File: src/rtl/tdr_cmd_rx.sv
// tdr_cmd_rx: UART command receiver driving the TDR line-simulator controls.
// Optional macro TDR_CMD_RX_PARITY_EN selects 8E1 framing (default build 8N1).
module tdr_cmd_rx #(
    parameter int         CLKS_PER_BIT  = 868,
    parameter logic [1:0] DEFAULT_TYPE  = 2'b10,
    parameter logic [3:0] DEFAULT_DELAY = 4'd5
) (
    input  logic       clk,
    input  logic       rst_n,
    input  logic       uart_rx,
    output logic       trigger,
    output logic [1:0] reflect_type,
    output logic [3:0] reflect_delay,
    output logic       cfg_update,
    output logic       rx_error
);

    localparam int         CW   = 16;
    localparam logic [CW-1:0] FULL = CW'(CLKS_PER_BIT - 1);
    localparam logic [CW-1:0] HALF = CW'(CLKS_PER_BIT / 2 - 1);

`ifdef TDR_CMD_RX_PARITY_EN
    typedef enum logic [2:0] {
        S_IDLE, S_START, S_DATA, S_PARITY, S_STOP
    } rx_state_t;
`else
    typedef enum logic [2:0] {
        S_IDLE, S_START, S_DATA, S_STOP
    } rx_state_t;
`endif

    typedef enum logic {
        D_CMD, D_ARG
    } dec_state_t;

    rx_state_t  state;
    dec_state_t dstate;

    logic          sync1;
    logic          rxs;
    logic [CW-1:0] cnt;
    logic [2:0]    bitcnt;
    logic [7:0]    shreg;
    logic          stop_wait;
    logic          byte_ok;
    logic          byte_bad;
    logic          stop_good;
`ifdef TDR_CMD_RX_PARITY_EN
    logic          par_bad;
`endif

    // Two-flop synchronizer; idles high so reset does not look like a start bit
    always_ff @(posedge clk or negedge rst_n) begin
        if (!rst_n) begin
            sync1 <= 1'b1;
            rxs   <= 1'b1;
        end else begin
            sync1 <= uart_rx;
            rxs   <= sync1;
        end
    end

    // A frame is accepted only with a high stop bit (and matching parity)
    always_comb begin
`ifdef TDR_CMD_RX_PARITY_EN
        stop_good = rxs & ~par_bad;
`else
        stop_good = rxs;
`endif
    end

    // Receiver: mid-bit sampling driven by the synchronized line
    always_ff @(posedge clk or negedge rst_n) begin
        if (!rst_n) begin
            state     <= S_IDLE;
            cnt       <= '0;
            bitcnt    <= '0;
            shreg     <= '0;
            stop_wait <= 1'b0;
            byte_ok   <= 1'b0;
            byte_bad  <= 1'b0;
`ifdef TDR_CMD_RX_PARITY_EN
            par_bad   <= 1'b0;
`endif
        end else begin
            byte_ok  <= 1'b0;
            byte_bad <= 1'b0;
            case (state)
                S_IDLE: begin
                    cnt    <= '0;
                    bitcnt <= '0;
                    if (!rxs) state <= S_START;
                end
                S_START: begin
                    if (cnt == HALF) begin
                        cnt   <= '0;
                        state <= rxs ? S_IDLE : S_DATA;
                    end else begin
                        cnt <= cnt + 1'b1;
                    end
                end
                S_DATA: begin
                    if (cnt == FULL) begin
                        cnt    <= '0;
                        shreg  <= {rxs, shreg[7:1]};
                        bitcnt <= bitcnt + 1'b1;
                        if (bitcnt == 3'd7) begin
`ifdef TDR_CMD_RX_PARITY_EN
                            state <= S_PARITY;
`else
                            state <= S_STOP;
`endif
                        end
                    end else begin
                        cnt <= cnt + 1'b1;
                    end
                end
`ifdef TDR_CMD_RX_PARITY_EN
                S_PARITY: begin
                    if (cnt == FULL) begin
                        cnt     <= '0;
                        par_bad <= rxs != (^shreg);
                        state   <= S_STOP;
                    end else begin
                        cnt <= cnt + 1'b1;
                    end
                end
`endif
                S_STOP: begin
                    if (stop_wait) begin
                        if (rxs) begin
                            stop_wait <= 1'b0;
                            state     <= S_IDLE;
                        end
                    end else if (cnt == FULL) begin
                        cnt <= '0;
                        if (stop_good) begin
                            byte_ok <= 1'b1;
                            state   <= S_IDLE;
                        end else begin
                            byte_bad <= 1'b1;
                            if (rxs) state <= S_IDLE;
                            else stop_wait <= 1'b1;
                        end
                    end else begin
                        cnt <= cnt + 1'b1;
                    end
                end
                default: state <= S_IDLE;
            endcase
        end
    end

    // Command decoder: 'T' fires trigger, 'C' takes one config argument byte
    always_ff @(posedge clk or negedge rst_n) begin
        if (!rst_n) begin
            dstate        <= D_CMD;
            trigger       <= 1'b0;
            cfg_update    <= 1'b0;
            rx_error      <= 1'b0;
            reflect_type  <= DEFAULT_TYPE;
            reflect_delay <= DEFAULT_DELAY;
        end else begin
            trigger    <= 1'b0;
            cfg_update <= 1'b0;
            if (byte_ok) begin
                case (dstate)
                    D_CMD: begin
                        if (shreg == 8'h54) trigger <= 1'b1;
                        else if (shreg == 8'h43) dstate <= D_ARG;
                        else rx_error <= 1'b1;
                    end
                    D_ARG: begin
                        reflect_type  <= shreg[5:4];
                        reflect_delay <= shreg[3:0];
                        cfg_update    <= 1'b1;
                        dstate        <= D_CMD;
                    end
                    default: dstate <= D_CMD;
                endcase
            end else if (byte_bad) begin
                rx_error <= 1'b1;
                dstate   <= D_CMD;
            end
        end
    end

endmodule
File: config.mk
export PLATFORM = sky130hd
export DESIGN_NAME = tdr_cmd_rx
export DESIGN_NICKNAME = d
export VERILOG_FILES = /design/src/rtl/tdr_cmd_rx.sv
export SDC_FILE = /design/constraint.sdc
export NUM_CORES = 1
export LEC_CHECK = 0
export CORE_ASPECT_RATIO = 1.5
export CORE_UTILIZATION = 40
export DETAILED_ROUTE_END_ITERATION = 16
export DONT_BUFFER_PORTS = 1
export HOLD_SLACK_MARGIN = 0.12
export PLACE_DENSITY = 0.58
export RECOVER_POWER = 100
export SYNTH_ARGS = -nofsm -noshare
export SYNTH_HDL_FRONTEND = slang
export SYNTH_SLANG_ARGS = --single-unit
File: constraint.sdc
create_clock -name clk -period 2.4 [get_ports clk]
set_clock_uncertainty 0.1 [all_clocks]
set_input_delay 0.48 -clock clk [delete_from_list [all_inputs] [get_ports clk]]
set_output_delay 0.48 -clock clk [all_outputs]
set_load 0.01 [all_outputs]
; ---- After elaboration in Yosys (flattened, before gate mapping)
; Index checks and enable logic that the tools add are counted.
[totals]
mem_bits_rw = 0
n_memories = 0
input_bits = 3
out_inout_bits = 9
romBits = 0
reg_bits = 45
latch_bits = 0
[op_classes]
mux = 39
mul = 0
shift = 0
order_cmp = 0
reduce_logical = 10
bitwise = 1
eq_ne = 17
addsub = 2
div_mod_pow = 0
[ops]
columns = cell, n
row1 = $pmux W16 S4, 1
row2 = $mux W16, 3
row3 = $mux W3, 8
row4 = $mux W1, 23
row5 = $add A16 B1 Y16 const B, 1
row6 = $eq A16 B10 Y1 const B, 1
row7 = $eq A16 B9 Y1 const B, 1
row8 = $eq A8 B7 Y1 const B, 2
row9 = $ne A2 B2 Y1 const B, 8
row10 = $pmux W3 S4, 1
row11 = $reduce_and A2 Y1, 4
row12 = $eq A3 B2 Y1 const B, 2
row13 = $pmux W3 S2, 1
row14 = $reduce_and A5 Y1, 1
row15 = $reduce_and A4 Y1, 1
row16 = $reduce_bool A2 Y1, 2
row17 = $reduce_bool A4 Y1, 1
row18 = $add A3 B1 Y3 const B, 1
row19 = $eq A3 B1 Y1 const B, 1
row20 = $eq A3 B3 Y1 const B, 1
row21 = $logic_not A3 Y1, 1
row22 = $ne A3 B3 Y1 const B, 1
row23 = $mux W2, 1
row24 = $pmux W1 S2, 1
row25 = $not A1 Y1, 1

; ---- Logic depth before layout (Yosys ltp)
[logic_depth]
ltp_word = 5
ltp_mapped = 8
mapped_depth_nobuf = 7

; ---- Worst setup path before layout
; No wires, ideal clock.
[synth_path]
kind = reg2reg
startpoint = reg cnt[0]
endpoint = reg cnt[15]
t_arrival_ns = 1.806
required_ns = 2.217
synth_period_minus_slack_ns = 1.988
path_stages_with_launch = 7
path_buffers = 0
setup_ns = 0.083
slack_ns = 0.412
cell_sequence = dfrtp_1 -> ha_1 -> and4bb_2 -> nand4_4 -> a22oi_4 -> or4_2 -> o21ai_0
[synth_via]
elab_chain_cells = 4
elab_cells_between_ends = 7
[synth_rtl]
columns = item, line
row1 = start: declaration, 41  ; logic [CW-1:0] cnt;
row2 = start signal: assignment, 99  ; cnt <= cnt + 1'b1;
row3 = start signal: assignment, 115  ; cnt <= cnt + 1'b1;
row4 = start signal: assignment, 146  ; cnt <= cnt + 1'b1;
row5 = $add A16 B1 Y16 or $eq A16 B10 Y1 (tied branches), -
row6 = $mux W16, "103, 135"
row7 = $mux W16, 130  ; if (stop_wait) begin
row8 = $pmux W16 S4 (*), 88  ; case (state)
; Mark *: on every way between the ends. The rest lies on a longest branch, timed or not. The select of a mux whose other input is x is not followed.
; A chain may end at the register's enable or synchronous reset.

; ---- Final worst setup path
[layout_path]
startpoint = reg cnt[3]
endpoint = reg cnt[13]
; The elaborated chain is that of the path after synthesis.

==> run metrics <==
GR Overflow Total 0; I/O Pins 12; RSZ-0062 raised after global routing no; port bufs 0; WS Path Type register to register; Core Footprint 5165 um^2; XOR/XNOR Fraction of Synth Area 0; final worst-path cycle share 0.9229; largest cells by area after synthesis dfrtp_1, mux2_2, dfstp_2; Top FF cell, synth dfrtp_1; Via density 5.806; WP data arrival 2.26 ns; Max Clk Rate 0.4515 GHz; Yosys top cell area share 0.4548; sequential share of power 0.564; final-report setup violation count 0; largest area contributor in the netlist dfrtp_1; layout cell share with drive strength beyond 1 0.1805; HP Start sync1$_DFF_PN1_; nets@finish 211; Hold EP rxs$_DFF_PN1_; dpl cells 262; most frequent cell after synthesis dfrtp_1; post-cts resize count 0; multiplexer share of the synthesized area 0.07813; combinational share of power 0.014; Adder-Cell Fraction of Synth Area 0.02332; initial DRC count 96; Reg2Reg Launch Point cnt[3]$_DFFE_PN0P_; drt total wl 4319 um; Tot GR Track Use 0.1713; CP startpoint cnt[3]$_DFFE_PN0P_; Core Rows 32; startpoint types register; post-detail-place hpwl 3073 um; CTS buffer count 5; DIE AREA 5667 um^2; R2R setup slack 0.18 ns; Final Cell Area 2361 um^2; DP Area 2233 um^2; largest family of logic cells by synthesized area simple AND/OR/NAND/NOR gates; status complete, no violations; r2r worst-path depth 6; CTS tree yes; total power draw 1.321 mW; largest net degree at the start of global routing 45; hold crit path type register to register; CTS max path bufs 2; Clock power frac 0.423; Area Overhead vs Synth 10.03%; Non-Filler Instances 273; CTS sink cnt 44; Initial Util 0.4155; crit path max fanout 7; most frequent cells after synthesis dfrtp_1, nand2_1, nor2_1, mux2_2, nand3_1; Worst-Margin Slew 1.078 ns; worst hold path cell count 0; vias in the first global route 1603; register area share after synthesis 0.5160; final hold violation count 0; DR pass1 iterations 4; post-synthesis instance area 2146 um^2; Sw Ratio 0.2008; clock transition at the registers of the reported paths 0.08 ns; Avg Inst Size Synth 11.00 um^2; Synth warnings 0; DRC viols 0; Max Cap Violations 0; Die Width 61.80 um; Int Pwr 1.056 mW; Lkg Pwr 1.060 nW; CP endpoint kind register; Req. time, crit path 2.45 ns; setup TNS 0 ns; die height 91.71 um; CTS root buf clkbuf_8; antenna violations before repair 0; Simple-Gate Fraction of Synth Area 0.2093; Compound-Gate Fraction of Synth Area 0.1481; Post-Syn Nets 202; post-synthesis register bit count 44; RD Place Congestion 0.8283; diode count 0; Rel. slew slack 0.2812; Reg-to-Reg End cnt[13]$_DFFE_PN0P_; ANT nets after route 0; Final min period 2.215 ns; CTS H-tree depth 2; WL/cell 15.82 um; Clk Latency, worst-skew pair 0.29 ns; routed vias 1585; NetSw 0.2652 mW; Yosys cell types 43; first-pass GRT wire length 7224 um; Mapped Cells 195; Synth async-reset ratio 1.000; Worst VDD drop 0.0002125 V; Post-synth EDFFs 0; pwr/cell area 559.4 nW/um^2; max-slew violations 0
[metrics by stage]
step           worst slack [ns]    util  hold slack, ns
2_1_floorplan            0.4116       -         0.08441
3_3_place_gp             0.2760  0.4324         0.08520
3_5_place_dp             0.2392  0.4324         0.08526
4_1_cts                  0.2149  0.4610          0.2610
5_1_grt                 0.06374  0.4571          0.2656
6_report                 0.1850  0.4571          0.2609
[power by group through the flow]
| stage | registers [mW] | logic (mW) | clock network, mW |
|---|---|---|---|
| after floorplan | 0.759 | 0.000772 | 0 |
| after global placement | 0.759 | 0.00109 | 0 |
| after detailed placement | 0.760 | 0.00123 | 0 |
| after CTS | 0.745 | 0.0226 | 0.573 |
| after global routing | 0.745 | 0.0216 | 0.599 |
| final | 0.745 | 0.0181 | 0.558 |
[worst max-delay path, cell delays in order, from the launching register on]
cell	delay (ns)
dfrtp_1	0.46
nor4_2	0.44
nand4_1	0.30
a22o_1	0.36
clkbuf_1	0.19
nand3_1	0.10
o311ai_0	0.13
[per-layer routing]
layer,part of all wire,track usage
met4,0.021,0.08148
met5,0,0
met3,0.025,0.03385
met2,0.53,0.2939
met1,0.42,0.1935
[area by class of cell]
type	count	area, um^2
fill	481	2804
sequential	44	1107
multi-input combinational	139	983.4
tap	68	85.08
clock buffer	6	72.57
timing repair buffer	7	51.30
clock inverter	2	35.03
inverter	7	26.28
[cell usage in the layout (no fill, tap or decap), types with 5 or more instances in the layout]
master / Yosys / routed
and3_1: 5 / 5
clkbuf_8: 0 / 5
dfrtp_1: 39 / 39
nand3_1: 12 / 12
inv_1: 7 / 7
nand2_1: 18 / 18
nor2_1: 15 / 15
mux2_2: 14 / 14
o21ai_0: 11 / 11
a22o_1: 11 / 11
[flip-flops by register name (all words and copies together) (netlist names), 2 cells and up]
name and count:
bitcnt 3, cnt 16, reflect_delay 4, reflect_type 2, shreg 8, state 2
[what timing repair did]
| action | 4_1_cts | 5_1_grt |
|---|---|---|
| hold buffers | 3 | 0 |
| endpoints found under the hold margin | 45 | 0 |
| buffers inserted | 0 | 0 |
[logic make-up (layout without fill, tap and decap cells)]
family	count (synthesis)	count (layout)
AOI/OAI and AO/OA	42	42
adders and majority gates	4	4
buffers and inverters	12	22
DFF	44	44
muxes	15	15
and+or+nand+nor	78	78
[worst max path at each step]
| stage | slack, ns | endpoint | cells past startpoint |
|---|---|---|---|
| 2_1_floorplan | 0.41 | cnt[15]$_DFFE_PN0P_ | 6 |
| 3_3_place_gp | 0.28 | cnt[5]$_DFFE_PN0P_ | 5 |
| 3_5_place_dp | 0.24 | cnt[14]$_DFFE_PN0P_ | 5 |
| 4_1_cts | 0.21 | cnt[15]$_DFFE_PN0P_ | 6 |
| 5_1_grt | 0.06 | cnt[14]$_DFFE_PN0P_ | 5 |
| 6_report | 0.18 | cnt[13]$_DFFE_PN0P_ | 6 |
Note: power is estimated with default switching activity, not from simulation.
==> edit: new RTL, config.mk and constraints unchanged <==
Register the output `rx_error` once more, cleared by the reset; this adds one clock of latency there. The other outputs are not delayed to match.
--- a/src/rtl/tdr_cmd_rx.sv
+++ b/src/rtl/tdr_cmd_rx.sv
@@ -33,4 +33,6 @@
         D_CMD, D_ARG
     } dec_state_t;
+
+    logic rx_error_s0;
 
     rx_state_t  state;
@@ -158,5 +160,5 @@
             trigger       <= 1'b0;
             cfg_update    <= 1'b0;
-            rx_error      <= 1'b0;
+            rx_error_s0   <= 1'b0;
             reflect_type  <= DEFAULT_TYPE;
             reflect_delay <= DEFAULT_DELAY;
@@ -169,5 +171,5 @@
                         if (shreg == 8'h54) trigger <= 1'b1;
                         else if (shreg == 8'h43) dstate <= D_ARG;
-                        else rx_error <= 1'b1;
+                        else rx_error_s0 <= 1'b1;
                     end
                     D_ARG: begin
@@ -180,5 +182,5 @@
                 endcase
             end else if (byte_bad) begin
-                rx_error <= 1'b1;
+                rx_error_s0 <= 1'b1;
                 dstate   <= D_CMD;
             end
@@ -186,3 +188,11 @@
     end
 
+    always_ff @(posedge clk or negedge rst_n) begin
+        if (!rst_n) begin
+            rx_error <= '0;
+        end else begin
+            rx_error <= rx_error_s0;
+        end
+    end
+
 endmodule
Formal check against the unedited RTL: same outputs for any inputs over 10 cycles, from zero or initial values and one cycle with rst_n low; that may be too few to reach the edited logic, so the function may still have changed.
==> edit against the original RTL <==
Synthesized area increased by 1.2%; total power is 3.3% higher; first-iteration DRC count rose by 39%; sequential cell count increased by 1; final area grew 1.1%; largest power group unchanged; sequential share of layout area grew 0.56 points; wire length increased by 4.4%; worst setup slack worse by 0.029 ns; non-clock buffer count decreased by 1.
==> edit: results <==
set metrics [dict create \
    grt_pass1_wl_um 7850 \
    port_buffers 0 \
    synth_ff_type "dfrtp_1" \
    drt_iter0_markers 133 \
    synth_common_cells "dfrtp_1, nand2_1, nor2_1, mux2_2, nand3_1" \
    r2r_cells 5 \
    reg_top3 "cnt x16, shreg x8, reflect_delay x4" \
    dp_hpwl_um 3260 \
    worst_pin_slew_ns 1.08 \
    fillers 467 \
    post-cts-setup-buffer-count 0 \
    status "completed" \
    wl_um 4510 \
    root_buffer "clkbuf_8" \
    firstDrtPassIters 5 \
    crit_fanout 10 \
    critPathLaunch "cnt[11]" \
    hp-start "sync1" \
    crit_arrival_ns 2.33 \
    regToRegSetupSlack_ns 0.16 \
    power.leakage_nw 1.07 \
    ir_worst_vdd_mv 0.248 \
    vias_per_cell 5.79 \
    r2r_end "cnt[3]" \
    grt_usage 0.174 \
    drv_slew 0 \
    clkTransAtPathRegs_ns 0.09 \
    yosys-top-cells-area "dfrtp_1, mux2_2, dfstp_2" \
    gp_congestion 0.770 \
    slowest_delay_ns 0.47 \
    cp_slowest_cell "nor4_4" \
    syn-num-nets 203 \
    yosysSeqAreaShare 0.522 \
    synth_cell_types 43 \
    grt_max_degree 46 \
    place_area_um2 2250 \
]
edit: changes by cell type after synthesis, sizes merged:
cell / before / now
dfrtp: 39 / 40
edit: per-stage QoR:
stage               instances   util  setup slack [ns]
detailed placement        262  0.436             0.194
floorplan                 196      -             0.412
finish                    273  0.462             0.156
global placement          262  0.436             0.237
global route              273  0.462            0.0177
CTS                       273  0.467             0.175
edit: per-layer routing:
metal / vias to the layer above / global-route usage / wire, um
met5: - / 0 / 0
met4: 0 / 0.0775 / 122
met3: 11 / 0.0336 / 121
met2: 29 / 0.327 / 2450
met1: 796 / 0.186 / 1810
li1: 744 / - / -
edit: where the power goes:
part           switching, mW  total [mW]  leakage (nW)  internal [mW]
Clock                  0.273       0.585        0.0543          0.312
Sequential          0.000935       0.761         0.597          0.761
Combinational         0.0154      0.0182         0.417        0.00281
Total                  0.289        1.36          1.07           1.08
edit: how the worst min path moves through the flow:
stage	endpoint	cells after the start	slack, ns
detailed placement	cfg_update	0	0.09
floorplan	bitcnt[0]	0	0.08
CTS	rxs	0	0.26
global route	rxs	0	0.26
finish	rxs	0	0.26
global placement	cfg_update	0	0.09
edit: kinds of logic (layout without fill, tap and decap cells):
logic type	after synthesis	after routing	share of synthesized area
simple gates	78	78	0.207
flops	45	45	0.522
compound gates	42	42	0.146
mux	15	15	0.0772
buf+inv	12	21	0.0248
fa+ha+maj	4	4	0.0231
edit: area by class of cell:
type                            instances  area, um2  share of cell area
Clock buffer                            5       68.8              0.0288
Clock inverter                          3       46.3              0.0194
Inverter                                7       26.3              0.0110
Multi-Input combinational cell        139        983               0.412
Sequential cell                        45       1130               0.475
Tap cell                               68       85.1              0.0357
Timing Repair Buffer                    6       43.8              0.0184
